`src/rtl/tea_iter_sequencer.sv`:
```
`default_nettype none
// ============================================================================
// Module      : tea_iter_sequencer
// Description : Iterative TEA engine. A single TEA cycle datapath (two
//               Feistel half-rounds) is reused ROUNDS times under a small
//               IDLE/RUN/DONE FSM. One job (64-bit block, 128-bit key,
//               direction) is taken per in_valid/in_ready transfer. The
//               result is held on outBlock64 until out_valid/out_ready
//               completes.
// Ports       : clk, rst (async, active high), ena (clock enable)
//               in_valid/in_ready, encrypt, inBlock64[63:0], key[127:0]
//               out_valid/out_ready, outBlock64[63:0], busy
//               abort (only when TEA_SEQ_ABORT_EN is defined)
// Config      : `define TEA_SEQ_ABORT_EN adds the abort input, which drops a
//               job in RUN or DONE and returns to IDLE.
// Revision    : 1.0 - initial release
// ============================================================================
module tea_iter_sequencer #(
    parameter int unsigned ROUNDS = 32,
    parameter logic [31:0] DELTA  = 32'h9E3779B9
) (
    input  logic         clk,
    input  logic         rst,
`ifdef TEA_SEQ_ABORT_EN
    input  logic         abort,
`endif
    input  logic         ena,
    input  logic         in_valid,
    output logic         in_ready,
    input  logic         encrypt,
    input  logic [63:0]  inBlock64,
    input  logic [127:0] key,
    output logic         out_valid,
    input  logic         out_ready,
    output logic [63:0]  outBlock64,
    output logic         busy
);

    localparam int unsigned CW = $clog2(ROUNDS + 1);

    localparam logic [1:0] c_idle = 2'd0;
    localparam logic [1:0] c_run  = 2'd1;
    localparam logic [1:0] c_done = 2'd2;

    localparam logic [CW-1:0] c_last_round = CW'(ROUNDS - 1);
    localparam logic [CW-1:0] c_cnt_one    = CW'(1);
    // Decryption walks the key schedule backwards from DELTA*ROUNDS (mod 2^32).
    localparam logic [31:0]   c_dec_sum_init = 32'(DELTA * ROUNDS);

    logic [1:0]    r_state;
    logic [CW-1:0] r_round_cnt;
    logic [31:0]   r_sum;
    logic [31:0]   r_v0;
    logic [31:0]   r_v1;
    logic [127:0]  r_key;
    logic          r_encrypt;

    logic          w_abort;
    logic [31:0]   w_k0, w_k1, w_k2, w_k3;
    logic [31:0]   w_s;
    logic [31:0]   w_enc_v0, w_enc_v1;
    logic [31:0]   w_dec_v0, w_dec_v1;

`ifdef TEA_SEQ_ABORT_EN
    assign w_abort = abort;
`else
    assign w_abort = 1'b0;
`endif

    assign w_k0 = r_key[127:96];
    assign w_k1 = r_key[95:64];
    assign w_k2 = r_key[63:32];
    assign w_k3 = r_key[31:0];

    // Encrypt: the sum advances before use; v1 half-round sees the new v0.
    assign w_s      = r_sum + DELTA;
    assign w_enc_v0 = r_v0 + (((r_v1 << 4) + w_k0) ^ (r_v1 + w_s) ^ ((r_v1 >> 5) + w_k1));
    assign w_enc_v1 = r_v1 + (((w_enc_v0 << 4) + w_k2) ^ (w_enc_v0 + w_s) ^ ((w_enc_v0 >> 5) + w_k3));

    // Decrypt: undo the half-rounds in reverse order using the current sum.
    assign w_dec_v1 = r_v1 - (((r_v0 << 4) + w_k2) ^ (r_v0 + r_sum) ^ ((r_v0 >> 5) + w_k3));
    assign w_dec_v0 = r_v0 - (((w_dec_v1 << 4) + w_k0) ^ (w_dec_v1 + r_sum) ^ ((w_dec_v1 >> 5) + w_k1));

    always_ff @(posedge clk or posedge rst) begin
        if (rst) begin
            r_state     <= c_idle;
            r_round_cnt <= '0;
            r_sum       <= '0;
            r_v0        <= '0;
            r_v1        <= '0;
            r_key       <= '0;
            r_encrypt   <= 1'b0;
        end else if (ena) begin
            case (r_state)
                c_idle: begin
                    if (in_valid) begin
                        r_state     <= c_run;
                        r_v0        <= inBlock64[63:32];
                        r_v1        <= inBlock64[31:0];
                        r_key       <= key;
                        r_encrypt   <= encrypt;
                        r_round_cnt <= '0;
                        r_sum       <= encrypt ? 32'd0 : c_dec_sum_init;
                    end
                end
                c_run: begin
                    if (w_abort) begin
                        r_state <= c_idle;
                    end else begin
                        if (r_encrypt) begin
                            r_v0  <= w_enc_v0;
                            r_v1  <= w_enc_v1;
                            r_sum <= w_s;
                        end else begin
                            r_v0  <= w_dec_v0;
                            r_v1  <= w_dec_v1;
                            r_sum <= r_sum - DELTA;
                        end
                        // Counter stops at the last round so it never wraps.
                        if (r_round_cnt == c_last_round) begin
                            r_state <= c_done;
                        end else begin
                            r_round_cnt <= r_round_cnt + c_cnt_one;
                        end
                    end
                end
                c_done: begin
                    // Abort wins over a simultaneous hand-off.
                    if (w_abort || out_ready) begin
                        r_state <= c_idle;
                    end
                end
                default: r_state <= c_idle;
            endcase
        end
    end

    assign in_ready   = (r_state == c_idle) && ena;
    assign out_valid  = (r_state == c_done);
    assign busy       = (r_state != c_idle);
    // Block registers only move in RUN/accept, so the result is stable in DONE.
    assign outBlock64 = {r_v0, r_v1};

endmodule
`default_nettype wire
```
`config.mk`:
```
export PLATFORM = sky130hd
export DESIGN_NAME = tea_iter_sequencer
export DESIGN_NICKNAME = d
export VERILOG_FILES = /design/src/rtl/tea_iter_sequencer.sv
export SDC_FILE = /design/constraint.sdc
export NUM_CORES = 2
export LEC_CHECK = 0
export ABC_AREA = 1
export BUFFER_PORTS_ARGS = -buffer_cell sky130_fd_sc_hd__buf_2
export CORE_MARGIN = 2
export CORE_UTILIZATION = 55
export CTS_CLUSTER_SIZE = 40
export DETAILED_ROUTE_END_ITERATION = 10
export PLACE_DENSITY = 0.79
export RECOVER_POWER = 50
export SYNTH_ARGS = -nofsm -noshare
export SYNTH_HDL_FRONTEND = slang
export SYNTH_SLANG_ARGS = --single-unit
```
`constraint.sdc`:
```
create_clock -name clk -period 8.4 [get_ports clk]
set_clock_uncertainty 0.15 [all_clocks]
set_input_delay 1.26 -clock clk [delete_from_list [all_inputs] [get_ports clk]]
set_output_delay 1.26 -clock clk [all_outputs]
set_load 0.01 [all_outputs]
```
==> results.json <==
{
  "status": "finished with violations",
  "violations": "capacitance limit, slew limit, setup timing",
  "clk_pin_slew_ns": 0.07,
  "hold_path_depth": 2,
  "synth_cell_types": 72,
  "clock-sinks": 233,
  "seq_area_frac_synth_pct": 15.8,
  "io_buffer_count": 264,
  "route.met3.wl_um": 23100,
  "wl_um": 170000,
  "netlist_area_um2": 36900,
  "drtIter0Drc": 6066,
  "max_freq_mhz": 115,
  "place_inst": 7514,
  "synth_nets": 6095,
  "end_kind": "flop",
  "worstMarginPinSlew_ns": 3.44,
  "area_growth_syn_to_layout_pct": 37.9,
  "clk_latency_ns": 0.64,
  "min_period_over_period_pct": 103,
  "antenna_found_initial": 4,
  "place.gp.congestion": 1.11,
  "drive_above_1_share_pct": 29.6,
  "drcViolationCount": 0,
  "n_antenna_cell": 0,
  "synth_edf_count": 0,
  "routedWlPerCell_um": 22.3,
  "async_reset_ff_share_pct": 100,
  "synth-seq-cells": 233,
  "yosysWarnings": 0,
  "slew_headroom_pct": -129,
  "hold_slack_ns": 0.354,
  "r2r-end": "r_v1[30]",
  "initial_utilization_pct": 55.8,
  "crit_path_max_incr_delay_ns": 0.39,
  "reg2reg_slack_ns": -0.29,
  "syn_area_per_cell_um2": 6.83,
  "period_minus_slack_ns": 8.69,
  "met2_length_um": 72100,
  "cts_root_buffer": "clkbuf_16",
  "wl_met1_um": 61700,
  "ys.flop_type": "dfrtp_1",
  "overflow": 0,
  "rows": 94,
  "cts_hold_buf": 0,
  "core_region_area_um2": 66100,
  "setup_slack_ns": -0.290,
  "hold_end": "r_key[95]",
  "ctsHtreeMaxLevel": 1,
  "cts_buffer_depth": 3,
  "die_x_um": 263,
  "grt_pass1_wl_um": 243000,
  "ff2ff_path_depth": 46,
  "viasPerCell": 6.08,
  "layout_commonest_cell": "nand2_1",
  "numCtsBuffers": 30,
  "via_count": 46424,
  "fin_cells": 7630,
  "start_kind": "flop",
  "hpwl_um": 135000,
  "dieHeight_um": 263,
  "worst_path_max_delay_cell": "dfrtp_1",
  "r2r-start": "r_sum[11]",
  "final_nets": 7438,
  "maxSlewViolCount": 238,
  "path_max_fanout": 6,
  "crit_type": "reg2reg",
  "grt_max_degree": 112,
  "maxCapViolations": 3,
  "fin_util_pct": 77.0,
  "fp.dieArea_um2": 69200,
  "topRoutingLayerUsed": "met5",
  "rsz0062_at_grt": "yes",
  "setup-tns-final_ns": -1.36,
  "fillerInstances": 4922,
  "ant_nets": 0,
  "min_path_type": "reg2reg",
  "grt_pass1_vias": 44228,
  "postSynthCellCount": 5399,
  "worst_ep_arrival_time_ns": 9.10,
  "cts_tree": "built",
  "required_ns": 8.81,
  "drt_first_pass_iters": 9,
  "track_usage_pct": 45.4,
  "final_cell_mix": "1259 x nand2_1, 1113 x buf_4, 560 x a21oi_1",
  "setup-violations-final": 9,
  "io_pins": 265,
  "min_from": "r_key[95]",
  "hold_viol": 0
}
## through the flow
step | area [um2] | setup WS, ns
2_1_floorplan | 36900 | 0.600
3_3_place_gp | 47100 | -0.397
3_5_place_dp | 47100 | -0.685
4_1_cts | 48600 | 0.0000417
5_1_grt | 50900 | -0.613
6_report | 50900 | -0.290
## metal layers
layer / vias up / track usage, %
met1: 21459 / 56.8
met3: 852 / 10.8
met2: 3196 / 71.5
met4: 6 / 26.3
li1: 20911 / -
met5: - / 0
## what timing repair did
action	CTS	global route
endpoints found under the setup margin	21	33
gates resized for setup	66	387
pin swaps	36	213
setup buffers	12	49
## logic make-up (layout without fill, tap and decap cells)
kind of cell	after synthesis	count (layout)	share of synthesized area, %
fa+ha+maj	498	498	17.2
buf+inv	607	1974	6.30
flops	233	233	15.8
simple gates	2097	2097	23.8
compound gates	1293	1293	20.8
xor+xnor	671	671	16.1
## cell type report
| class | count | area (um2) | share of cell area (%) |
|---|---|---|---|
| clock buffers | 34 | 807 | 1.59 |
| clock inverters | 22 | 279 | 0.548 |
| inverters | 516 | 1950 | 3.84 |
| flip-flops and latches | 233 | 5830 | 11.5 |
| multi-input cells | 4559 | 31100 | 61.1 |
| repair buffers | 1402 | 9860 | 19.4 |
| well taps | 864 | 1080 | 2.12 |
## state kept, by name (all words and copies together), names as in the netlist
| signal | cells |
|---|---|
| r_key | 128 |
| r_sum | 32 |
| r_v0 | 32 |
| r_v1 | 32 |
| r_round_cnt | 6 |
| r_state | 2 |
| r_encrypt | 1 |
## cells in the mapped netlist, drive strengths merged (17+ instances only)
cell type	count	share of area, %
a22oi	23	0.47
a31oi	45	0.78
nand3	229	3.3
xnor2	230	5.5
or2	20	0.34
a21oi	639	8.8
ha	482	16
o21bai	34	0.72
nor4	17	0.31
nor2	366	3.9
a21o	46	0.94
nand4	41	0.70
o211ai	72	1.5
a21boi	38	1.0
o21ai	312	4.6
xor2	437	10
inv	516	5.3
nor3	61	0.89
dfrtp	233	16
clkbuf	64	0.65
buf	27	0.38
nand2	1346	14
## how the worst max path moves through the flow
stage	start	slack, ns	to
after global placement	r_sum[1]	-0.40	r_v1[31]
after global routing	r_sum[1]	-0.61	r_v1[31]
after floorplan	rst	0.60	r_encrypt
final	r_sum[11]	-0.29	r_v1[30]
after detailed placement	r_sum[1]	-0.68	r_v1[28]
after CTS	r_sum[1]	0.00004	r_v1[28]
## worst max-delay path: cells and delay by family, from the launching register on
family | cells | cell delay, ns
AOI/OAI and AO/OA | 12 | 1.98
DFF | 1 | 0.39
buffers and inverters | 6 | 0.92
xor gates and xnor gates | 9 | 1.93
adders and majority gates | 4 | 1.11
and+or+nand+nor | 15 | 2.13
Power is not shown: default switching activity piles up to over one toggle a cycle in this logic, so the estimate is an artifact.
